## config.mk

```make
export PLATFORM = sky130hd
export DESIGN_NAME = multi_digit_led_driver
export DESIGN_NICKNAME = d
export VERILOG_FILES = /design/src/rtl/seg7_pkg.sv /design/src/rtl/seg7_hex_decoder.sv /design/src/rtl/multi_digit_led_driver.sv
export SDC_FILE = /design/constraint.sdc
export NUM_CORES = 1
export LEC_CHECK = 0
export CAP_MARGIN = 15
export CORE_MARGIN = 2
export CORE_UTILIZATION = 40
export DETAILED_ROUTE_END_ITERATION = 10
export GPL_TIMING_DRIVEN = 0
export SKIP_CTS_REPAIR_TIMING = 1
export SLEW_MARGIN = 20
export SYNTH_ARGS = -nofsm -noshare
export SYNTH_HDL_FRONTEND = slang
export SYNTH_SLANG_ARGS = --single-unit
```

## constraint.sdc

```tcl
create_clock -name clk -period 5.3 [get_ports clk]
set_clock_uncertainty 0.05 [all_clocks]
set_input_delay 0.795 -clock clk [delete_from_list [all_inputs] [get_ports clk]]
set_output_delay 0.795 -clock clk [all_outputs]
set_load 0.01 [all_outputs]
```

## src/rtl/seg7_pkg.sv

```systemverilog
// Shared constants for the 7-segment display path: active-low hex patterns
// (bit 0 = segment a ... bit 6 = segment g) and the digit-index width helper.
package seg7_pkg;

  localparam logic [6:0] SEG_OFF   = 7'h7F;

  localparam logic [6:0] SEG_HEX_0 = 7'h40;
  localparam logic [6:0] SEG_HEX_1 = 7'h79;
  localparam logic [6:0] SEG_HEX_2 = 7'h24;
  localparam logic [6:0] SEG_HEX_3 = 7'h30;
  localparam logic [6:0] SEG_HEX_4 = 7'h19;
  localparam logic [6:0] SEG_HEX_5 = 7'h12;
  localparam logic [6:0] SEG_HEX_6 = 7'h02;
  localparam logic [6:0] SEG_HEX_7 = 7'h78;
  localparam logic [6:0] SEG_HEX_8 = 7'h00;
  localparam logic [6:0] SEG_HEX_9 = 7'h10;
  localparam logic [6:0] SEG_HEX_A = 7'h08;
  localparam logic [6:0] SEG_HEX_B = 7'h03;
  localparam logic [6:0] SEG_HEX_C = 7'h46;
  localparam logic [6:0] SEG_HEX_D = 7'h21;
  localparam logic [6:0] SEG_HEX_E = 7'h06;
  localparam logic [6:0] SEG_HEX_F = 7'h0E;

  // Width of the digit index; never narrower than one bit.
  function automatic int idx_width(input int n);
    return (n > 1) ? $clog2(n) : 1;
  endfunction

endpackage

```

## src/rtl/seg7_hex_decoder.sv

```systemverilog
// Combinational hex nibble to active-low 7-segment pattern.
module seg7_hex_decoder
  import seg7_pkg::*;
(
  input  logic [3:0] nib,
  output logic [6:0] seg
);

  always_comb begin
    seg = SEG_OFF;
    case (nib)
      4'h0: seg = SEG_HEX_0;
      4'h1: seg = SEG_HEX_1;
      4'h2: seg = SEG_HEX_2;
      4'h3: seg = SEG_HEX_3;
      4'h4: seg = SEG_HEX_4;
      4'h5: seg = SEG_HEX_5;
      4'h6: seg = SEG_HEX_6;
      4'h7: seg = SEG_HEX_7;
      4'h8: seg = SEG_HEX_8;
      4'h9: seg = SEG_HEX_9;
      4'hA: seg = SEG_HEX_A;
      4'hB: seg = SEG_HEX_B;
      4'hC: seg = SEG_HEX_C;
      4'hD: seg = SEG_HEX_D;
      4'hE: seg = SEG_HEX_E;
      4'hF: seg = SEG_HEX_F;
      default: seg = SEG_OFF;
    endcase
  end

endmodule

```

## src/rtl/multi_digit_led_driver.sv

```systemverilog
// N-digit time-multiplexed common-anode 7-segment driver with frame-aligned
// double buffering. Optional leading-zero suppression: define LEADING_ZERO_BLANK_EN.
module multi_digit_led_driver
  import seg7_pkg::*;
#(
  parameter int NUM_DIGITS   = 4,
  parameter int TICK_DIV     = 50000,
  parameter int BLANK_CYCLES = 2
) (
  input  logic                    clk,
  input  logic                    reset,
  input  logic [4*NUM_DIGITS-1:0] digits_in,
  input  logic [NUM_DIGITS-1:0]   dp_in,
  input  logic [NUM_DIGITS-1:0]   blank_in,
  input  logic                    load,
  output logic [NUM_DIGITS-1:0]   an,
  output logic [6:0]              seg,
  output logic                    dp,
  output logic                    frame_done
);

  localparam int IDX_W = idx_width(NUM_DIGITS);
  localparam int CNT_W = $clog2(TICK_DIV);
  localparam logic [CNT_W-1:0] CNT_MAX  = CNT_W'(TICK_DIV - 1);
  localparam logic [IDX_W-1:0] LAST_IDX = IDX_W'(NUM_DIGITS - 1);

  // Reset asserts asynchronously but releases two clk edges later, in step with clk.
  logic [1:0] rst_sync;
  logic       rst_n_int;

  always_ff @(posedge clk or negedge reset) begin
    if (!reset) rst_sync <= '0;
    else        rst_sync <= {rst_sync[0], 1'b1};
  end
  assign rst_n_int = rst_sync[1];

  logic [CNT_W-1:0] cnt;
  logic [IDX_W-1:0] idx;
  logic             slot_end;
  logic             frame_end;

  assign slot_end  = (cnt == CNT_MAX);
  assign frame_end = slot_end && (idx == LAST_IDX);

  always_ff @(posedge clk or negedge rst_n_int) begin
    if (!rst_n_int) begin
      cnt <= '0;
      idx <= '0;
    end else if (slot_end) begin
      cnt <= '0;
      idx <= (idx == LAST_IDX) ? '0 : idx + IDX_W'(1);
    end else begin
      cnt <= cnt + CNT_W'(1);
    end
  end

  // load is a one-cycle strobe with no back-pressure: every pulse is accepted.
  // It lands in pending, or directly in active when it coincides with frame_end.
  logic [4*NUM_DIGITS-1:0] pend_digits, act_digits;
  logic [NUM_DIGITS-1:0]   pend_dp, act_dp;
  logic [NUM_DIGITS-1:0]   pend_blank, act_blank;
  logic                    pend_valid;

  always_ff @(posedge clk or negedge rst_n_int) begin
    if (!rst_n_int) begin
      pend_digits <= '0;
      pend_dp     <= '0;
      pend_blank  <= '0;
      pend_valid  <= 1'b0;
      act_digits  <= '0;
      act_dp      <= '0;
      act_blank   <= '0;
    end else if (frame_end) begin
      pend_valid <= 1'b0;
      if (load) begin
        act_digits <= digits_in;
        act_dp     <= dp_in;
        act_blank  <= blank_in;
      end else if (pend_valid) begin
        act_digits <= pend_digits;
        act_dp     <= pend_dp;
        act_blank  <= pend_blank;
      end
    end else if (load) begin
      pend_digits <= digits_in;
      pend_dp     <= dp_in;
      pend_blank  <= blank_in;
      pend_valid  <= 1'b1;
    end
  end

  logic [3:0] cur_nib;
  logic       cur_dp;
  logic       cur_blank;
  logic       in_dead;
  logic       anode_dark;
  logic       seg_dark;
  logic [6:0] dec_seg;

  assign cur_nib   = act_digits[4*int'(idx) +: 4];
  assign cur_dp    = act_dp[idx];
  assign cur_blank = act_blank[idx];
  assign in_dead   = (int'(cnt) < BLANK_CYCLES);

`ifdef LEADING_ZERO_BLANK_EN
  // A zero is suppressed while everything above it is dark; the anode stays on
  // only if that digit's decimal point must still light.
  logic [NUM_DIGITS-1:0] lz;
  logic                  hi_dark;

  always_comb begin
    lz      = '0;
    hi_dark = 1'b1;
    for (int i = NUM_DIGITS - 1; i >= 1; i--) begin
      lz[i]   = hi_dark && (act_digits[4*i +: 4] == 4'd0);
      hi_dark = hi_dark && ((act_digits[4*i +: 4] == 4'd0) || act_blank[i]);
    end
  end

  assign anode_dark = cur_blank || (lz[idx] && !cur_dp);
  assign seg_dark   = cur_blank || lz[idx];
`else
  assign anode_dark = cur_blank;
  assign seg_dark   = cur_blank;
`endif

  seg7_hex_decoder u_dec (
    .nib (cur_nib),
    .seg (dec_seg)
  );

  always_ff @(posedge clk or negedge rst_n_int) begin
    if (!rst_n_int) begin
      an         <= '1;
      seg        <= SEG_OFF;
      dp         <= 1'b1;
      frame_done <= 1'b0;
    end else begin
      frame_done <= frame_end;
      an         <= (in_dead || anode_dark) ? '1 : ~(NUM_DIGITS'(1) << idx);
      seg        <= (in_dead || seg_dark) ? SEG_OFF : dec_seg;
      dp         <= (in_dead || cur_blank) ? 1'b1 : ~cur_dp;
    end
  end

endmodule
```

* Word-level counts from Yosys, hierarchy flattened
Memory sizes are Yosys's and may differ from the RTL's.
Index checks and enable logic that the tools add are counted.
** Storage, ports and cells
- Register bits after elaboration :: 82
- Output and inout bits :: 13
- ROM bits :: 112
- Memories :: 1
- Input port bits :: 27
** Cells by class
- Magnitude comparators :: 2
- Bitwise gates (word level) :: 3
- Equality and inequality tests :: 2
- Shifts and indexed selects :: 2
- Reduce and logical (&&, ||, !) cells :: 6
- Add/subtract/negate cells :: 2
- Mux-type cells :: 17
** Memories
- (no name shown) :: words 16, width 7, read ports 1, clocked after memory_dff 0, wr ports 0, RTL line seg7_hex_decoder.sv:11 : case (nib)
** Operator list (number)
- $mux W16 :: 3
- $mux W4 :: 5
- $add A16 B1 Y16 const B :: 1
- $eq A16 B16 Y1 const B :: 1
- $lt A16 B2 Y1 const B :: 1
- $shiftx A16 B5 Y4 :: 1
- $mux W7 :: 1
- $mux W1 :: 5
- $bmux W1 S2 :: 2
- $not A4 Y4 :: 1
- $reduce_and A2 Y1 :: 2
- $reduce_bool A2 Y1 :: 2
- $shl A1 B2 Y4 const A :: 1
- $lt A2 B3 Y1 const B :: 1
- $add A2 B1 Y2 const B :: 1
- $eq A2 B2 Y1 const B :: 1
- $mux W2 :: 1
- $not A1 Y1 :: 2
- $logic_and A1 B1 Y1 :: 1
- $logic_or A1 B1 Y1 :: 1

* Logic depth before layout (Yosys ltp)
Gate-level depths: netlist of run 1.
- Word-level depth :: 4
- Depth in mapped cells :: 8
- Mapped depth without buffers :: 7

* Modules after synthesis
Synthesis of run 1 repeated with hierarchy kept, for this count alone.
** Unflattened totals
- Cell total of the unflattened synthesis :: 324
- Area total of the unflattened synthesis :: 3991.3 sq um
** Modules (own cells, without submodules)
- multi_digit_led_driver :: area an instance 3729.8 sq um, times used 1, sequential area each 2067.0 sq um, cells each 293
- seg7_hex_decoder :: area an instance 261.5 sq um, times used 1, sequential area each 0.0 sq um, cells each 31

* Worst setup path before layout of run 1
No wires, ideal clock.
- Path kind :: register -> register
- Start :: register cnt[11]
- End :: register pend_blank[0]
- Setup slack :: 3.208 ns
- Cell stages (with the launch flop) :: 7
- Path buffers :: 1
- Required time :: 5.125 ns
- Arrival time :: 1.917 ns
- Clock period less this slack :: 2.092 ns
- Cell sequence :: dfrtp_1 -> or4_4 -> nor4_4 -> nand3_4 -> nand2_4 -> buf_12 -> mux2_4
** Between the ends
- Word-level cells in the longest chain between the ends :: 4
** RTL lines
- from (decl) :: RTL line multi_digit_led_driver.sv:37 : logic [CNT_W-1:0] cnt;
- from (signal assigned) :: RTL line multi_digit_led_driver.sv:53 : cnt <= cnt + CNT_W'(1);
- $eq A16 B16 Y1 :: RTL line multi_digit_led_driver.sv:42 : assign slot_end = (cnt == CNT_MAX);
- $logic_and A1 B1 Y1 :: RTL line multi_digit_led_driver.sv:43 : assign frame_end = slot_end && (idx == LAST_IDX);
- $not A1 Y1 (no source line)
- $reduce_and A2 Y1 (no source line)
- to (signal assigned) :: RTL line multi_digit_led_driver.sv:87 : pend_blank <= blank_in;
- to (decl) :: RTL line multi_digit_led_driver.sv:61 : logic [NUM_DIGITS-1:0] pend_blank, act_blank;
No other way between the ends.
A chain may end at the register's enable or synchronous reset.

* Worst setup path after layout of run 1
- Start :: register cnt[1]
- End :: register pend_digits[5]
** Between the ends
- Word-level cells in the longest chain between the ends :: 4
** RTL lines
- $eq A16 B16 Y1 :: RTL line multi_digit_led_driver.sv:42
- $logic_and A1 B1 Y1 :: RTL line multi_digit_led_driver.sv:43
- $not A1 Y1 (no source line)
- $reduce_and A2 Y1 (no source line)
- to (signal assigned) :: RTL line multi_digit_led_driver.sv:85 : pend_digits <= digits_in;
- to (decl) :: RTL line multi_digit_led_driver.sv:59 : logic [4*NUM_DIGITS-1:0] pend_digits, act_digits;
No other way between the ends.

==> results of run 1 <==
==> stage by stage <==
step | cells | setup slack [ps] | instance area, um^2
final | 540 | 2940 | 4820
after global routing | 540 | 2790 | 4820
after CTS | 540 | 2930 | 4820
after detailed placement | 524 | 2900 | 4640
after global placement | 523 | 1870 | 4610
after floorplan | 352 | 2820 | 4060
==> sequential cells by signal, indices dropped and copies added (netlist names) <==
register     count
pend_blank       4
act_digits      16
idx              2
cnt             16
an               4
act_blank        4
frame_done       1
dp               1
rst_sync         2
pend_digits     16
pend_dp          4
act_dp           4
seg              7
pend_valid       1
==> power by group <==
group / switching [mW] / internal (mW)
clock: 0.247 / 0.173
sequential: 0.0326 / 0.674
combinational: 0.0670 / 0.0875
total: 0.346 / 0.935
==> worst max-delay path, cell delays in order, from the launching register on <==
cell and delay [ps]:
dfrtp_1 430, ha_1 270, nand3_1 140, nor3_1 490
nand3_4 200, nand2_4 190, buf_12 170, mux2_4 310
==> cell families after synthesis <==
logic type,count (synthesis),share of synthesized area [%]
simple gates,139,17.1
flops,82,50.9
compound gates,42,7.95
mux,31,12.4
buf+inv,29,4.47
xor+xnor,17,3.67
fa+ha+maj,11,3.39
other cells,1,0.0924
==> worst max-delay path by stage <==
stage,slack (ps),end,start,cells past startpoint
after floorplan,2820,act_blank[0],rst_sync[1],0
after global placement,1870,pend_digits[7],rst_sync[1],0
after detailed placement,2900,act_digits[8],load,5
after CTS,2930,pend_digits[5],cnt[1],7
after global routing,2790,pend_blank[1],cnt[1],7
final,2940,pend_digits[5],cnt[1],7
==> placed cells by master, fill, tap and decap left out, drive strengths merged <==
cell           netlist  routed
clkinvlp             0       3
mux4                 7       7
xor2                12      12
nor2                14      14
xnor2                5       5
nor2b                2       2
a32oi               24      24
inv                  5       7
clkinv               0       2
nor3b                2       2
a21oi                2       2
or4                  1       1
nand4                5       5
o21a                 2       2
or3                  1       1
clkdlybuf4s50        0      38
nand2               45      45
clkbuf              11      20
and2                 3       3
nand2b               1       1
ha                  11      11
o221ai               1       1
conb                 1       1
and3                 3       3
nand3               55      55
a31oi                1       1
and4                 1       1
nor4                 4       4
dfrtp               70      70
o21ai                7       7
dfstp               12      12
o31ai                1       1
o211ai               4       4
buf                 13      14
mux2                24      24
nor3                 2       2
==> area by class of cell <==
| class | count | area share [%] |
|---|---|---|
| Buffer | 24 | 3.38 |
| Clock buffer | 9 | 2.57 |
| Clock inverter | 7 | 1.12 |
| Inverter | 5 | 0.390 |
| Multi-Input combinational cell | 241 | 37.6 |
| Sequential cell | 82 | 43.0 |
| Tap cell | 133 | 3.46 |
| Timing Repair Buffer | 39 | 8.47 |
==> routing by layer <==
| layer | share of wire (%) | vias up |
|---|---|---|
| met5 | 0 | - |
| met4 | 1.0 | 0 |
| met3 | 4.4 | 8 |
| met2 | 48 | 59 |
| met1 | 47 | 1473 |
| li1 | - | 1369 |
==> impl_results.md, run 1 <==
* Final wirelength at 8850 um
* Setup crit end kind: flip-flop
* R2R Path End: pend_digits[5]
* Setup TNS at 0 ps
* Pre-antenna DRT Iters at 4
* Layout area overhead at 18.6%
* Die footprint at 11000 um^2
* Core Rows at 36
* Routing usage on met2 at 26.5%
* Synth top area share at 43.1%
* HPWL Detailed at 6210 um
* Routed vias at 2909
* IO Count at 40
* Vias in the first global route at 2858
* Total power at 1.28 mW
* Post-synth EDFFs at 0
* Netlist Area Pre-Place at 4060 um^2
* Worst-Skew Late Latency at 360 ps
* Clk sinks at 82
* Die Wd at 105 um
* DRT iter0 DRCs at 254
* Maximum fanout along the worst path at 10
* N_diodes at 0
* Met3 usage at 3.99%
* First-pass GRT wire length at 14900 um
* Leak at 2.07 nW
* Routability cong. at 0.785
* R2R setup slack at 2940 ps
* Synth area leader: dfrtp_1
* Status: complete, no violations
* Hold_ws at 209 ps
* Clock tree root buffer cell: clkbuf_8
* CTS Buf Count at 9
* Die height at 105 um
* RSZ-0062 raised after global routing: no
* Core area at 9820 um^2
* Most Crowded Layer GR: met2
* Clock Tree Buf Depth at 2
* Seq/Total Area, Yosys at 50.9%
* Reg area at 2070 um^2
* Vias/cell at 5.39
* Final setup fails at 0
* Detail-routed net length per standard cell at 16.4 um
* Synth warnings at 0
* Count leader, synth: dfrtp_1
* Final slew viol count at 0
* Max Cap Violations at 0
* Worst Path Arrival at 2550 ps
* GR Util All Layers at 17.1%
* Layout cell share with drive strength beyond 1 at 19.2%
* Pwr per Cell Area at 266 nW/um^2
* Fmax at 0.424 GHz
* Grt total ovfl at 0
* Syn Inst Count at 352
* DR DRC count at 0
* Setup CP Type: reg -> reg
* Type of the most critical hold path: reg -> async
* Synth cell count leaders: 70 x dfrtp_1, 54 x nand3_1, 44 x nand2_1, 24 x a32oi_1, 20 x mux2_4
* H-tree levels at 3
* CTS tree: built
* Top_reg_cell synth: dfrtp_1
* Data required time of the worst path at 5490 ps
* Asr flop ratio synth at 100%
* Rel. slew slack at 64.2%
* Initial antenna violation count at 0
* IO Port Bufs at 38
* Reg2reg start: cnt[1]
* Hold Fails Final Rpt at 0
* Tightest Pin Transition at 534 ps
* Final core occ at 49.0%
* Nets@finish at 440
* Largest net degree at the start of global routing at 50
* CTS clk-pin slew, worst paths at 90 ps
* Initial Util at 41.3%
* Synth Area per Inst at 11.5 um^2
* Area of the multi-input gates at 1810 um^2
* Routed Antenna Nets at 0
* GR Layer Usage met1 at 23.8%
* Synth cell types at 40
* Startpoint types: flip-flop
* Largest cells by area after synthesis: dfrtp_1 43%, dfstp_2 7.8%, mux2_4 7.4%
* Worst VDD drop at 0.115 mV
* # fillers at 947
* Syn_nets at 390
* Cells on worst reg2reg path at 7
* Tcrit/Tclk final at 44.5%
* Shortest period the worst path allows at 2360 ps
* #FFs+latches synth at 82
No activity file was read; power rests on OpenSTA's default activity.
==> inputs of run 2 (changes only) <==
==> constraint.sdc (replaced) <==
create_clock -name clk -period 2.4 [get_ports clk]
set_clock_uncertainty 0.05 [all_clocks]
set_input_delay 0.36 -clock clk [delete_from_list [all_inputs] [get_ports clk]]
set_output_delay 0.36 -clock clk [all_outputs]
set_load 0.01 [all_outputs]
==> impl_results.md, run 2 (same netlist as run 1, synthesis figures left out) <==
* Maximum fanout along the worst path at 10 (unchanged)
* Setup crit end kind: flip-flop (unchanged)
* Status: complete, no violations (unchanged)
* Pwr per Cell Area at 615 nW/um^2 (was 266 nW/um^2)
* Type of the most critical hold path: in -> async (was reg -> async)
* Area post-placement at 4630 um^2 (was 4640 um^2)
* Nets@finish at 442 (was 440)
* CTS tree: built (unchanged)
* CTS Buf Count at 9 (unchanged)
* Routability cong. at 0.778 (was 0.785)
* IO Count at 40 (unchanged)
* Worst VDD drop at 0.312 mV (was 0.115 mV)
* Worst Path Arrival at 2530 ps (was 2550 ps)
* Tcrit/Tclk final at 97.9% (was 44.5%)
* Pre-antenna DRT Iters at 4 (unchanged)
* Rel. slew slack at 55.7% (was 64.2%)
* GR Util All Layers at 17.1% (about the same)
* Grt total ovfl at 0 (unchanged)
* Most common cell after layout, fill and taps aside: dfrtp_1 (unchanged)
* Tightest Pin Transition at 665 ps (was 534 ps)
* DR DRC count at 0 (unchanged)
* DRT iter0 DRCs at 182 (was 254)
* Max Cap Violations at 0 (unchanged)
* Layout area overhead at 19.9% (was 18.6%)
* WL met3 at 325 um (was 387 um)
* WL met1 at 4260 um (was 4160 um)
* Leading cell types in the layout, fill and taps excluded: 69 x dfrtp_1, 54 x nand3_1, 44 x nand2_1 (unchanged)
* Vias/cell at 5.41 (was 5.39)
* Placed insts at 524 (unchanged)
* Final cell count without fillers at 541 (was 540)
* Clock Tree Buf Depth at 2 (unchanged)
* Detail-routed net length per standard cell at 16.5 um (was 16.4 um)
* Setup WS pre-CTS at -13.1 ps (was 2900 ps)
* Layout cell share with drive strength beyond 1 at 19.6% (was 19.2%)
* Final Cell Area at 4870 um^2 (was 4820 um^2)
* Total power at 2.99 mW (was 1.28 mW)
* Initial antenna violation count at 0 (unchanged)
* Routed Antenna Nets at 0 (unchanged)
* Hold Fails Final Rpt at 0 (unchanged)
* Largest net degree at the start of global routing at 45 (was 50)
* Initial Util at 41.3% (unchanged)
* Routed vias at 2928 (was 2909)
* Fmax at 0.426 GHz (was 0.424 GHz)
* Shortest period the worst path allows at 2350 ps (was 2360 ps)
* Hold_ws at 110 ps (was 209 ps)
* First-pass GRT wire length at 15000 um (was 14900 um)
* Vias in the first global route at 2860 (was 2858)
* Top Layer Used: met4 (unchanged)
* Final slew viol count at 0 (unchanged)
* Reg area at 2070 um^2 (unchanged)
* # fillers at 955 (was 947)
* H-tree levels at 3 (unchanged)
* CTS clk-pin slew, worst paths at 100 ps (was 90 ps)
* Final setup fails at 0 (unchanged)
* Die footprint at 11000 um^2 (unchanged)
* Wire length on met2 at 4160 um (was 4220 um)
* HPWL Detailed at 6240 um (was 6210 um)
* Setup CP Type: reg -> reg (unchanged)
* Startpoint types: flip-flop (unchanged)
* N_diodes at 0 (unchanged)
* Setup slack after layout at 49.9 ps (was 2940 ps)
* IO Port Bufs at 38 (unchanged)
* Final core occ at 49.6% (was 49.0%)
* Setup TNS at 0 ps (unchanged)
* Die height at 105 um (unchanged)
* Clk sinks at 82 (unchanged)
* Clock tree root buffer cell: clkbuf_8 (unchanged)
* Die Wd at 105 um (unchanged)
* Core area at 9820 um^2 (unchanged)
* Leak at 2.10 nW (was 2.07 nW)
* Worst-Skew Late Latency at 350 ps (was 360 ps)
* Largest registers: act_digits x16, cnt x16, pend_digits x16 (unchanged)
* Data required time of the worst path at 2580 ps (was 5490 ps)
* Core Rows at 36 (unchanged)
* Area of the multi-input gates at 1830 um^2 (was 1810 um^2)
* Final wirelength at 8910 um (was 8850 um)
[run 2: cell types whose count changed in the layout (fill, tap and decap cells not counted)]
cell,delta
buf_4,+2
bufinv_16,+2
inv_6,-2
buf_12,+1
buf_16,-1
clkbuf_2,+1
clkinv_4,-1
clkinvlp_4,-1
nand2_4,-1
nand2_8,+1
nor3_1,-1
nor3_2,+1
[run 2: routing by layer]
metal,track usage [%],up-vias
met2,27.3,64
met5,0,-
met4,6.38,0
met1,23.5,1476
met3,2.81,11
li1,-,1377
[run 2: layout make-up]
type / count / share of cell area [%]
timing repair buffer: 41 / 8.53
inverter: 5 / 0.386
sequential: 82 / 42.5
tap: 133 / 3.42
multi-input combinational: 241 / 37.5
clock inverter: 5 / 1.64
clock buffer: 10 / 2.62
buffer: 24 / 3.37
[run 2: final timing paths]
kind,start,end,slack [ps],cells after the start
setup reg to reg,cnt[10],pend_digits[3],50,7
hold reg to reg,rst_sync[1],act_blank[0],250,0
setup / recovery,cnt[10],pend_digits[3],50,7
min in group clk,rst_sync[0],rst_sync[1],300,0
hold / removal,reset,rst_sync[1],110,1
max in group asynchronous,rst_sync[1],seg[5],1380,1
[run 2: critical path: stages, from the launching register on]
cell     delay [ps]
dfrtp_1         410
or4_4           540
nor4_4          270
buf_4           180
nand3_4         150
nand2_8         140
buf_12          160
mux2_4          300
[run 2: where the power goes]
group          total [mW]  internal (mW)  switching [mW]
Sequential           1.56           1.49          0.0724
Clock                1.09          0.580           0.513
Combinational       0.338          0.193           0.145
Total                2.99           2.26           0.731
